## src/rtl/mem_port_arbiter.sv

```systemverilog
// Two-requester arbiter (instruction fetch + data load/store) in front of one single-port RAM.
// A tag pipeline matched to the RAM read latency routes each read response back to its issuer.
module mem_port_arbiter #(
  parameter int unsigned ADDR_WIDTH      = 31,
  parameter int unsigned DATA_WIDTH      = 31,
  parameter int unsigned READ_LATENCY    = 1,
  parameter int unsigned MAX_DATA_STREAK = 3
) (
  input  logic                  clk,
  input  logic                  rst,
  input  logic                  clk_en,
  input  logic                  i_if_req,
  input  logic [ADDR_WIDTH:0]   i_if_addr,
  output logic                  o_if_gnt,
  output logic                  o_if_rvalid,
  output logic [DATA_WIDTH:0]   o_if_rdata,
  input  logic                  i_d_req,
  input  logic                  i_d_we,
  input  logic [3:0]            i_d_be,
  input  logic [ADDR_WIDTH:0]   i_d_addr,
  input  logic [DATA_WIDTH:0]   i_d_wdata,
  output logic                  o_d_gnt,
  output logic                  o_d_rvalid,
  output logic [DATA_WIDTH:0]   o_d_rdata,
  output logic                  o_mem_en,
  output logic                  o_mem_we,
  output logic [3:0]            o_mem_be,
  output logic [ADDR_WIDTH:0]   o_mem_addr,
  output logic [DATA_WIDTH:0]   o_mem_wdata,
  input  logic [DATA_WIDTH:0]   i_mem_rdata,
  output logic                  o_busy
);

  localparam logic [3:0] StreakMax = 4'(MAX_DATA_STREAK);

  logic                    w_en;
  logic                    w_if_win;
  logic                    w_d_win;
  logic                    w_rd;
  logic [3:0]              r_streak;
  logic [READ_LATENCY-1:0] r_vld;
  logic [READ_LATENCY-1:0] r_own;  // 1 = data requester, 0 = fetch

  assign w_en     = clk_en & rst;
  // Data has priority until it has starved a waiting fetch for StreakMax grants.
  assign w_d_win  = w_en & i_d_req & ~(i_if_req & (r_streak == StreakMax));
  assign w_if_win = w_en & i_if_req & ~w_d_win;
  assign w_rd     = w_if_win | (w_d_win & ~i_d_we);

  assign o_if_gnt = w_if_win;
  assign o_d_gnt  = w_d_win;
  assign o_mem_en = w_if_win | w_d_win;

  always_comb begin
    o_mem_we    = 1'b0;
    o_mem_be    = 4'b0000;
    o_mem_addr  = '0;
    o_mem_wdata = '0;
    if (w_if_win) begin
      o_mem_be   = 4'b1111;
      o_mem_addr = i_if_addr;
    end else if (w_d_win) begin
      o_mem_we    = i_d_we;
      o_mem_be    = i_d_be;
      o_mem_addr  = i_d_addr;
      o_mem_wdata = i_d_wdata;
    end
  end

  always_ff @(posedge clk or negedge rst) begin
    if (!rst) begin
      r_streak <= 4'd0;
      r_vld    <= '0;
      r_own    <= '0;
    end else if (clk_en) begin
      if (!i_if_req || w_if_win) begin
        r_streak <= 4'd0;
      end else if (w_d_win && (r_streak != StreakMax)) begin
        r_streak <= r_streak + 4'd1;
      end
      r_vld[0] <= w_rd;
      r_own[0] <= w_d_win;
      for (int i = 1; i < int'(READ_LATENCY); i++) begin
        r_vld[i] <= r_vld[i-1];
        r_own[i] <= r_own[i-1];
      end
    end
  end

  assign o_if_rvalid = clk_en & r_vld[READ_LATENCY-1] & ~r_own[READ_LATENCY-1];
  assign o_d_rvalid  = clk_en & r_vld[READ_LATENCY-1] & r_own[READ_LATENCY-1];
  assign o_if_rdata  = i_mem_rdata;
  assign o_d_rdata   = i_mem_rdata;
  assign o_busy      = |r_vld;

endmodule

```

## config.mk

```make
export PLATFORM = sky130hd
export DESIGN_NAME = mem_port_arbiter
export DESIGN_NICKNAME = d
export VERILOG_FILES = /design/src/rtl/mem_port_arbiter.sv
export SDC_FILE = /design/constraint.sdc
export NUM_CORES = 1
export LEC_CHECK = 0
export CORE_AREA = 2 2 107 109
export CTS_CLUSTER_DIAMETER = 50
export CTS_CLUSTER_SIZE = 10
export DETAILED_ROUTE_END_ITERATION = 12
export DIE_AREA = 0 0 109 111
export DONT_BUFFER_PORTS = 1
export PLACE_DENSITY = 0.31
export SETUP_SLACK_MARGIN = 0.15
export SLEW_MARGIN = 5
export SYNTH_ARGS = -nofsm -noshare
export SYNTH_HDL_FRONTEND = slang
export SYNTH_SLANG_ARGS = --single-unit
```

## constraint.sdc

```tcl
create_clock -name clk -period 2.5 [get_ports clk]
set_input_delay 0.375 -clock clk [delete_from_list [all_inputs] [get_ports clk]]
set_output_delay 0.375 -clock clk [all_outputs]
set_load 0.01 [all_outputs]
```

# [Word level (Yosys, flattened, before mapping)]
# Index checks and enable logic that the tools add are counted.
[totals] ff_bits=6 inputBits=138
[op_classes] addsub=1 eq_ne=2 n_mux=10 n_bitwise=16 reduce_logical=5
[op_table] cell="$mux 32" n=4
[op_table] cell="$mux 4" n=4
[op_table] cell="$and 1x1->1" n=10
[op_table] cell="$add 4x1->4 const B" n=1
[op_table] cell="$eq 4x2->1 const B" n=1
[op_table] cell="$ne 4x2->1 const B" n=1
[op_table] cell="$not 1->1" n=4
[op_table] cell="$mux 1" n=2
[op_table] cell="$or 1x1->1" n=2
[op_table] cell="$reduce_and 2->1" n=1
[op_table] cell="$reduce_bool 2->1" n=1
[op_table] cell="$logic_and 1x1->1" n=1
[op_table] cell="$logic_not 1->1" n=1
[op_table] cell="$logic_or 1x1->1" n=1

# [Logic depth before layout (Yosys ltp)]
# Gate-level depths: netlist of the first run.
[logic_depth] word_depth=9 mapped_depth=7 mapped_depth_nobuf=4

# [Worst setup path after synthesis of the first run]
# No wires, ideal clock.
[synth_path] path_type="register to output" startpoint="register r_streak[0]" endpoint="output o_mem_addr[0]" t_arrival_ps=1441 required_ps=2125 slack_ps=684 stages_incl_launch_ff=7 n_path_buf=2 path_cell_list="dfrtp_1 ha_1 and4bb_4 nand2b_4 buf_6 buf_6 o22ai_2"
[synth_between] elab_chain_cells=7
[synth_lines] element="from (decl)" line="40" source="logic [3:0] r_streak;"
[synth_lines] element="from (signal assigned)" line="79" source="r_streak <= r_streak + 4'd1;"
[synth_lines] element="$eq 4x2->1 (*)" line="46" source="assign w_d_win = w_en & i_d_req & ~(i_if_req & (r_streak == StreakMax));"
[synth_lines] element="$and 1x1->1 (*)" line="46"
[synth_lines] element="$not 1->1 (*)" line="46"
[synth_lines] element="$and 1x1->1 (*)" line="46"
[synth_lines] element="$not 1->1" line="47" source="assign w_if_win = w_en & i_if_req & ~w_d_win;"
[synth_lines] element="$and 1x1->1" line="47"
[synth_lines] element="$mux 32 (*)" line="59" source="if (w_if_win) begin"
[synth_lines] element="to (decl)" line="28" source="output logic [ADDR_WIDTH:0] o_mem_addr,"
# Every way passes the cells marked *; elsewhere a longest branch is shown, timed or not.

# [Worst setup path in the final report of the first run]
[layout_path] startpoint="register r_streak[0]" endpoint="output o_mem_addr[28]"
# Same word-level chain as after synthesis.

==> results of run 1 <==
==> registers in the layout (all words and copies together), names as in the netlist <==
register,cells
r_streak,4
r_own,1
o_busy,1
==> per-stage QoR <==
stage | utilization (%) | std cells | worst slack, ns | power (mW) | cell area (um2)
final | 14.26 | 335 | 0.2144 | 0.5482 | 1579
after global routing | 14.23 | 334 | 0.1025 | 0.5766 | 1577
after CTS | 14.11 | 331 | 0.1658 | 0.5583 | 1563
after detailed placement | 13.34 | 327 | 0.4092 | 0.2876 | 1478
after global placement | 13.34 | 327 | 0.4569 | 0.2843 | 1478
after floorplan | - | 268 | 0.6840 | 0.3753 | 1876
==> final timing paths <==
| path | from | endpoint | depth (start not counted) |
|---|---|---|---|
| min reg2reg | r_streak[1]$_DFFE_PN0P_ | r_streak[1]$_DFFE_PN0P_ | 1 |
| max reg2reg | r_streak[0]$_DFFE_PN0P_ | r_own$_DFFE_PN0P_ | 4 |
| max in group asynchronous | rst | r_streak[1]$_DFFE_PN0P_ | 1 |
| min in group asynchronous | rst | o_busy$_DFFE_PN0P_ | 1 |
| max | r_streak[0]$_DFFE_PN0P_ | o_mem_addr[28] | 4 |
| min | clk_en | o_busy$_DFFE_PN0P_ | 1 |
==> power by group through the flow <==
stage	Sequential [mW]	Clock [mW]	Combinational, mW
2_1_floorplan	0.107	0	0.268
3_3_place_gp	0.108	0	0.176
3_5_place_dp	0.108	0	0.179
4_1_cts	0.107	0.268	0.183
5_1_grt	0.108	0.272	0.197
6_report	0.107	0.263	0.179
==> layout make-up <==
type	count	area [um2]	area share, %
Sequential cell	6	150.1	9.509
Clock buffer	3	75.07	4.754
Antenna cell	4	10.01	0.6339
Multi-Input combinational cell	172	1096	69.41
Timing Repair Buffer	4	57.56	3.645
Inverter	3	11.26	0.7132
Tap cell	143	178.9	11.33
==> cells by family after synthesis <==
kind of cell               Yosys count  share of synthesized area [%]
and+or+nand+nor                    126                          32.76
buffers and inverters               90                          33.96
AOI/OAI and AO/OA                   44                          24.02
DFF                                  6                          8.005
muxes                                1                         0.6004
adders and majority gates            1                         0.6670
==> cells in the final DEF (no fill, tap or decap), drive strengths merged <==
master,n
diode,4
o22ai,34
ha,1
nor2b,3
nor3,2
nand2,72
clkbuf,3
nand3,1
nand4,1
a221o,1
mux2,1
dlygate4sd3,1
o21ai,1
and3,34
and4bb,1
a21oi,6
nand2b,2
inv,3
nor2,9
buf,3
dfrtp,6
o22a,1
a22o,1
and2,1
==> layer usage <==
metal | up-vias | GRT usage [%] | part of all wire [%]
li1 | 685 | - | -
met1 | 673 | 6.888 | 32
met2 | 123 | 16.98 | 54
met3 | 27 | 2.881 | 11
met4 | 0 | 3.761 | 3.1
met5 | - | 0 | 0
==> timing repair <==
| item | CTS | global route |
|---|---|---|
| endpoints found under the setup margin | 0 | 5 |
| setup buffers | 0 | 0 |
| hold buffers | 1 | 0 |
| gates resized for setup | 0 | 1 |
| hold endpoints to repair | 6 | 0 |
==> summary.txt, run 1 <==
Synth
  – Syn Area/Cell: 6.998 um2
  – Synthesized netlist net count: 407
  – Top_reg_cell synth: dfrtp_1
  – Area leader, netlist: buf_4
  – Register area share after synthesis: 8.005%
  – Warnings from Yosys: 0
  – Post-synth EDFFs: 0
  – Netlist cell types: 28
  – Most common cell in the netlist: nand2_1
  – Synth top area share: 28.02%
  – #FFs+latches synth: 6
  – Area of the mapped netlist: 0.001876 mm2
  – Top cells by count, synth: nand2_1 (72), buf_4 (70), and3_1 (34), o22ai_2 (28)
  – Synth Instances: 268
  – Post-synth ARST share: 100.0%
  – Dominant cells by area after synthesis: buf_4 (28%), o22ai_2 (19%), nand2_1 (14%), and3_1 (11%), dfrtp_1 (8.0%)

Placement
  – Placed wire-length estimate: 4682 um
  – Gpl congestion: 0.6853
  – Port bufs: 0

Global routing
  – GRT Util Overall: 8.373%
  – Vias in the first global route: 1,430
  – Antenna violations before repair: 4
  – Largest net degree at the start of global routing: 69
  – Grt total ovfl: 0
  – Global-route wire length before repair: 7790 um

Pwr
  – Clock power share: 47.9%
  – P_leak: 0.6090 nW
  – Power density cells: 347.2 mW/mm2
  – Max IR drop VDD: 0.0002165 V
  – Net Switching: 0.1803 mW
  – Pint: 0.3679 mW
  – Seq pwr share: 19.5%
  – Switching share of power: 32.89%
  – Logic pwr share: 32.6%

Timing
  – Final Hold Fails: 0
  – Worst slew pin tran: 0.5589 ns
  – FMAX: 437.5 MHz
  – Clock skew: 0.003660 ns
  – Hold WS: 0.2540 ns
  – Final setup fails: 0
  – Final Max Slew Viols: 0
  – Slew margin rel.: 62.74%
  – RSZ-0062 raised after global routing: true
  – Final min period: 2.286 ns
  – Setup TNS: 0 ns
  – Crit share post-route: 91.43%

Setup path
  – Critical path cell sequence: ha_1 > and4bb_4 > nand2b_4 > o22ai_1
  – CP Buf/Inv Count: 0
  – Worst path top cell family by delay: simple AND/OR/NAND/NOR gates
  – Max stage delay on crit path: 0.39 ns
  – Critical path class: reg2out
  – Startpoint Class: register
  – R2R Setup Slk: 0.83 ns
  – Worst EP arrival: 1.91 ns
  – Max Fanout on Critical Path: 34
  – Worst path required time: 2.12 ns
  – Crit path capture type: output port
  – Slowest CP cell: dfrtp_1

Min path
  – Min-delay worst type: in2reg

CTS
  – Htree depth: 1
  – Clk_lat worst skew: 0.23 ns
  – CTS tree: built
  – TritonCTS Buffers: 3
  – Clock Path Buffers: 2
  – Clock sinks: 6
  – Clock root buffer master: clkbuf_16
  – CTS clk-pin slew, worst paths: 0.04 ns

Floorplanning
  – Row count: 39
  – Die H: 111 um
  – Die W: 109 um
  – Core box area: 0.01108 mm2
  – Area of the die: 0.01210 mm2
  – Io pins: 277
  – Starting Density: 16.93%

Outcome
  – Outcome: completed

Cells and area
  – Proportion of layout cells with a drive suffix above 1: 21.81%
  – Final nets: 329
  – Fillcell total: 1,274
  – P&R area growth vs syn: -15.81%

Routing
  – First DRT Iteration DRCs: 62
  – DR vias: 1,508
  – Routed Antenna Nets: 0
  – Routed length per instance: 17.25 um
  – # DRC: 0
  – DR vias/cell: 4.501
  – Wirelength, routed: 5778 um
  – Drt first pass iters: 4

Job
  – Number of max-cap violations: 0
No activity file was read; power rests on OpenSTA's default activity.
==> run 2, diff against run 1 <==
--- a/config.mk
+++ b/config.mk
@@ -11,7 +11,7 @@
 export DETAILED_ROUTE_END_ITERATION = 12
 export DIE_AREA = 0 0 109 111
 export DONT_BUFFER_PORTS = 1
-export PLACE_DENSITY = 0.31
+export PLACE_DENSITY = 0.4
 export SETUP_SLACK_MARGIN = 0.15
 export SLEW_MARGIN = 5
 export SYNTH_ARGS = -nofsm -noshare
==> summary.txt, run 2 (same netlist as run 1, synthesis figures left out) <==
Outcome
  – Outcome: completed

Cells and area
  – Register with the most flip-flops: r_streak
  – Proportion of layout cells with a drive suffix above 1: 22.51% (+0.70 points)
  – Most common cell after layout, fill and taps aside: nand2_1
  – Final nets: 332 (+0.91%)
  – Max FFs per register: 4 (unchanged)
  – P&R area growth vs syn: -15.34%
  – Most frequent cells in the layout: nand2_1 (72), and3_1 (34), o22ai_2 (28)
  – Final Instance Count excl. Fillers: 335 (unchanged)

Timing
  – FMAX: 450.4 MHz (+3.0%)
  – Final min period: 2.220 ns (-0.06553 ns)
  – Clock skew: 0.001195 ns (-0.002465 ns)
  – Final Max Slew Viols: 0 (unchanged)
  – RSZ-0062 raised after global routing: false
  – Setup ws final: 0.2799 ns (+0.06553 ns)
  – Worst slew pin tran: 0.4975 ns (-0.06145 ns)
  – Final Hold Fails: 0 (unchanged)
  – Setup TNS: 0 ns (unchanged)
  – Final setup fails: 0 (unchanged)
  – Hold WS: 0.2563 ns (+0.002325 ns)
  – Slew margin rel.: 66.84% (+4.1 points)
  – Crit share post-route: 88.80% (-2.6 points)

Pwr
  – Pint: 0.3676 mW (about the same)
  – Power density cells: 344.7 mW/mm2 (-0.72%)
  – Total power: 0.5473 mW (-0.17%)
  – Clock power share: 47.0% (-0.9 points)
  – Seq pwr share: 19.7% (+0.2 points)
  – Logic pwr share: 33.4% (+0.8 points)
  – Max IR drop VDD: 0.0002114 V (-2.3%)
  – Switching share of power: 32.83% (-0.058 points)
  – P_leak: 0.6222 nW (+2.2%)
  – Net Switching: 0.1797 mW (-0.34%)

Setup path
  – Crit path capture type: output port
  – Worst path required time: 2.12 ns (about the same)
  – Worst EP arrival: 1.85 ns (-0.06 ns)
  – Critical path class: reg2out
  – Reg2Reg Depth: 4 (unchanged)
  – Max Fanout on Critical Path: 17 (-50%)
  – Startpoint Class: register

Global routing
  – Antenna violations before repair: 2 (-2)
  – Grt total ovfl: 0 (unchanged)
  – Largest net degree at the start of global routing: 56 (-19%)
  – Vias in the first global route: 1,320 (-7.7%)
  – Global-route wire length before repair: 7638 um (-2.0%)
  – GRT Util Overall: 8.288% (-0.085 points)

Floorplanning
  – Die H: 111 um (unchanged)
  – Starting Density: 16.93% (unchanged)
  – Die W: 109 um (unchanged)
  – Row count: 39 (unchanged)
  – Io pins: 277 (unchanged)
  – Area of the die: 0.01210 mm2 (unchanged)
  – Core box area: 0.01108 mm2 (unchanged)

CTS
  – CTS clk-pin slew, worst paths: 0.03 ns (about the same)
  – Htree depth: 1 (unchanged)
  – CTS tree: built
  – Clk_lat worst skew: 0.23 ns (about the same)
  – TritonCTS Buffers: 3 (unchanged)
  – Clock Path Buffers: 2 (unchanged)
  – Post-CTS Setup Inserts: 0 (unchanged)
  – Clock root buffer master: clkbuf_16
  – Clock sinks: 6 (unchanged)

Routing
  – First DRT Iteration DRCs: 78 (+26%)
  – # DRC: 0 (unchanged)
  – Routed length per instance: 17.77 um (+3.0%)
  – DR vias/cell: 4.597 (+2.1%)
  – Drt first pass iters: 4 (unchanged)
  – Wirelength, routed: 5953 um (+3.0%)
  – Routed Antenna Nets: 0 (unchanged)
  – DR vias: 1,540 (+2.1%)

Min path
  – Min-delay worst type: in2reg
  – WHS Path Cells: 1 (unchanged)

Placement
  – Placed Cells: 328 (+0.31%)
  – Gpl congestion: 0.7539 (+10%)
  – Pre-CTS setup slack: 0.3610 ns (-0.04822 ns)
  – Port bufs: 0 (unchanged)
  – Placed wire-length estimate: 4471 um (-4.5%)

Job
  – Number of max-cap violations: 0 (unchanged)
run 2: metal layers:
layer	routed length, um	global-route usage [%]	vias up	part of all wire, %
met4	108	2.564	2	1.8
met1	2462	10.67	729	41
met2	2818	13.21	97	47
met3	550	2.410	19	9.2
met5	13	0	-	0.22
li1	-	-	693	-
run 2: path summary, 6_finish.rpt:
kind	start	endpoint	slack, ns
worst min-delay path	clk_en	o_busy$_DFFE_PN0P_	0.26
worst min register to register	r_streak[1]$_DFFE_PN0P_	r_streak[1]$_DFFE_PN0P_	0.53
worst max-delay path	r_streak[0]$_DFFE_PN0P_	o_mem_addr[31]	0.28
worst max register to register	r_streak[0]$_DFFE_PN0P_	r_own$_DFFE_PN0P_	0.93
min in group asynchronous	rst	r_own$_DFFE_PN0P_	0.46
max in group asynchronous	rst	r_streak[2]$_DFFE_PN0P_	1.83
run 2: metrics by stage:
stage	util (%)	cell area (um2)
after global routing	14.33	1588
final	14.33	1588
after CTS	14.14	1567
after detailed placement	13.29	1473
after global placement	13.29	1473
after floorplan	-	1876
run 2: critical path: stages, from the launching register on:
cell and delay, ns:
dfrtp_1 0.37, ha_1 0.22, and4bb_4 0.37, nand2b_4 0.35, o22ai_1 0.15, buf_4 0.16
run 2: layout make-up:
class                   instances  area (um2)
diodes                          1       2.502
inverters                       3       11.26
well taps                     143       178.9
repair buffers                  5       52.55
clock buffers                   3       75.07
multi-input cells             174        1117
flip-flops and latches          6       150.1
fillers                      1274        9489
run 2: repair_timing:
action | CTS | global route
hold buffers | 1 | 0
endpoints found under the hold margin | 6 | 0
resized for setup | 0 | 2
setup endpoints to repair | 1 | 49
cloned | 1 | 1
run 2: power by group through the flow:
stage / combinational [mW] / clock, mW / sequential [mW]
2_1_floorplan: 0.268 / 0 / 0.107
3_3_place_gp: 0.176 / 0 / 0.108
3_5_place_dp: 0.179 / 0 / 0.109
4_1_cts: 0.184 / 0.260 / 0.107
5_1_grt: 0.201 / 0.268 / 0.108
6_report: 0.183 / 0.257 / 0.108
==> run 3, diff against run 2 <==
--- a/config.mk
+++ b/config.mk
@@ -5,11 +5,11 @@
 export SDC_FILE = /design/constraint.sdc
 export NUM_CORES = 1
 export LEC_CHECK = 0
-export CORE_AREA = 2 2 107 109
+export CORE_AREA = 2 2 106 108
 export CTS_CLUSTER_DIAMETER = 50
 export CTS_CLUSTER_SIZE = 10
 export DETAILED_ROUTE_END_ITERATION = 12
-export DIE_AREA = 0 0 109 111
+export DIE_AREA = 0 0 108 110
 export DONT_BUFFER_PORTS = 1
 export PLACE_DENSITY = 0.4
 export SETUP_SLACK_MARGIN = 0.15
==> constraint.sdc (replaced) <==
create_clock -name clk -period 2.4 [get_ports clk]
set_input_delay 0.36 -clock clk [delete_from_list [all_inputs] [get_ports clk]]
set_output_delay 0.36 -clock clk [all_outputs]
set_load 0.01 [all_outputs]
==> summary.txt, run 3 (same netlist as run 1, synthesis figures left out) <==
Timing
  – Setup ws final: 0.1203 ns (-0.1596 ns)
  – Crit share post-route: 94.99%
  – FMAX: 438.6 MHz
  – Final Hold Fails: 0 (unchanged)
  – RSZ-0062 raised after global routing: true
  – Worst slew pin tran: 0.5516 ns (+0.05417 ns)
  – Final min period: 2.280 ns
  – Final setup fails: 0 (unchanged)
  – Hold WS: 0.2502 ns (-0.006128 ns)
  – Setup TNS: 0 ns (unchanged)
  – Slew margin rel.: 63.23% (-3.6 points)
  – Final Max Slew Viols: 0 (unchanged)
  – Clock skew: 0.004554 ns (+0.003359 ns)

Global routing
  – Antenna violations before repair: 0 (-2)
  – Global-route wire length before repair: 6837 um (-10%)
  – Largest net degree at the start of global routing: 70 (+25%)
  – GRT Util Overall: 7.595% (-0.69 points)
  – Grt total ovfl: 0 (unchanged)
  – Vias in the first global route: 1,219 (-7.7%)

CTS
  – Clock sinks: 6 (unchanged)
  – Clk_lat worst skew: 0.22 ns (about the same)
  – Clock root buffer master: clkbuf_8
  – CTS clk-pin slew, worst paths: 0.04 ns (about the same)
  – Clock Path Buffers: 2 (unchanged)
  – TritonCTS Buffers: 3 (unchanged)
  – Post-CTS Setup Inserts: 0 (unchanged)
  – Htree depth: 1 (unchanged)
  – CTS tree: built

Setup path
  – Critical path cell sequence: ha_1 > and4bb_4 > nand2b_2 > o22ai_2
  – Crit path capture type: output port
  – Startpoint Class: register
  – R2R Setup Slk: 0.70 ns (-0.23 ns)
  – Critical path class: reg2out
  – Worst path required time: 2.04 ns (-0.08 ns)
  – Reg2Reg Depth: 4 (unchanged)
  – Max Fanout on Critical Path: 17 (unchanged)
  – Slowest CP cell: nand2b_2
  – Worst EP arrival: 1.92 ns (+0.07 ns)
  – Max stage delay on crit path: 0.45 ns (+0.08 ns)

Floorplanning
  – Die W: 108 um (-0.92%)
  – Area of the die: 0.01188 mm2 (-1.8%)
  – Die H: 110 um (-0.90%)
  – Row count: 38 (-2.6%)
  – Io pins: 277 (unchanged)
  – Core box area: 0.01070 mm2 (-3.4%)
  – Starting Density: 17.53% (+0.60 points)

Cells and area
  – Final nets: 332 (unchanged)
  – P&R area growth vs syn: -17.28%
  – Utilization after layout: 14.50% (+0.17 points)
  – Proportion of layout cells with a drive suffix above 1: 22.51% (unchanged)
  – Register with the most flip-flops: r_streak
  – Most frequent cells in the layout: nand2_1 (72), and3_1 (34), o22ai_2 (28)
  – Final Instance Count excl. Fillers: 332 (-0.90%)
  – Max FFs per register: 4 (unchanged)
  – Most common cell after layout, fill and taps aside: nand2_1

Placement
  – Pre-CTS setup slack: 0.3171 ns (-0.04384 ns)
  – Placed wire-length estimate: 4166 um (-6.8%)
  – Placed Cells: 326 (-0.61%)
  – Gpl congestion: 0.6979 (-7.4%)
  – Port bufs: 0 (unchanged)

Job
  – Number of max-cap violations: 0 (unchanged)

Routing
  – DR vias: 1,483 (-3.7%)
  – DR vias/cell: 4.467 (-2.8%)
  – First DRT Iteration DRCs: 61 (-22%)
  – # DRC: 0 (unchanged)
  – Routed Antenna Nets: 0 (unchanged)
  – Routed length per instance: 16.27 um (-8.4%)
  – Wirelength, routed: 5403 um (-9.2%)
  – Drt first pass iters: 4 (unchanged)

Outcome
  – Outcome: completed

Min path
  – Min-delay worst type: in2reg
  – WHS Path Cells: 1 (unchanged)

Pwr
  – Max IR drop VDD: 0.0001295 V (-39%)
  – Power density cells: 290.8 mW/mm2 (-16%)
  – P_leak: 0.6059 nW (-2.6%)
==> run 3: cell types whose count changed in the layout (fill, tap and decap cells not counted) <==
cell,change
nand2b_2,+1
buf_12,+1
nand2b_4,-1
clkbuf_16,-3
nor2b_4,-1
clkbuf_8,+3
==> run 3: final timing paths <==
path / end / startpoint
min in group asynchronous: r_streak[1]$_DFFE_PN0P_ / rst
setup reg to reg: r_own$_DFFE_PN0P_ / r_streak[0]$_DFFE_PN0P_
hold reg to reg: r_streak[1]$_DFFE_PN0P_ / r_streak[1]$_DFFE_PN0P_
setup / recovery: o_mem_addr[17] / r_streak[0]$_DFFE_PN0P_
max in group asynchronous: r_own$_DFFE_PN0P_ / rst
hold / removal: r_own$_DFFE_PN0P_ / clk_en
==> run 3: through the flow <==
step	cell area [um2]	power (mW)
finish	1551	0.4512
global route	1549	0.4862
floorplan	1876	0.3910
CTS	1549	0.4584
detailed placement	1489	0.2995
global placement	1489	0.2969
==> run 3: critical path, delay by kind of cell, from the launching register on <==
kind                     cells  cell delay (ns)
AO/OA/AOI/OAI                1             0.35
adder cells (fa/ha/maj)      1             0.25
flip-flops                   1             0.39
AND/OR/NAND/NOR              2             0.71
==> run 3: area by class of cell <==
cell class	instances	area, um2
timing repair buffer	6	72.57
fill	1228	9146
clock buffer	3	41.29
sequential	6	150.1
inverter	3	11.26
tap	140	175.2
antenna	1	2.502
multi-input combinational	173	1099
==> run 3: per-layer routing <==
metal	up-vias	part of all wire [%]	global-route usage, %
li1	692	-	-
met3	4	11	2.704
met5	-	0	0
met4	0	0.65	1.557
met1	676	40	8.911
met2	111	49	13.39
==> run 3: timing repair <==
action	4_1_cts	5_1_grt
gates cloned	1	0
pin swaps	0	0
hold buffers	1	0
gates resized for setup	0	0
hold endpoints to repair	6	0
setup endpoints to repair	6	49
==> run 3: where the power goes <==
group	switching [mW]	internal [mW]
Combinational	0.125	0.0639
Clock	0.0429	0.108
Sequential	0.00489	0.107
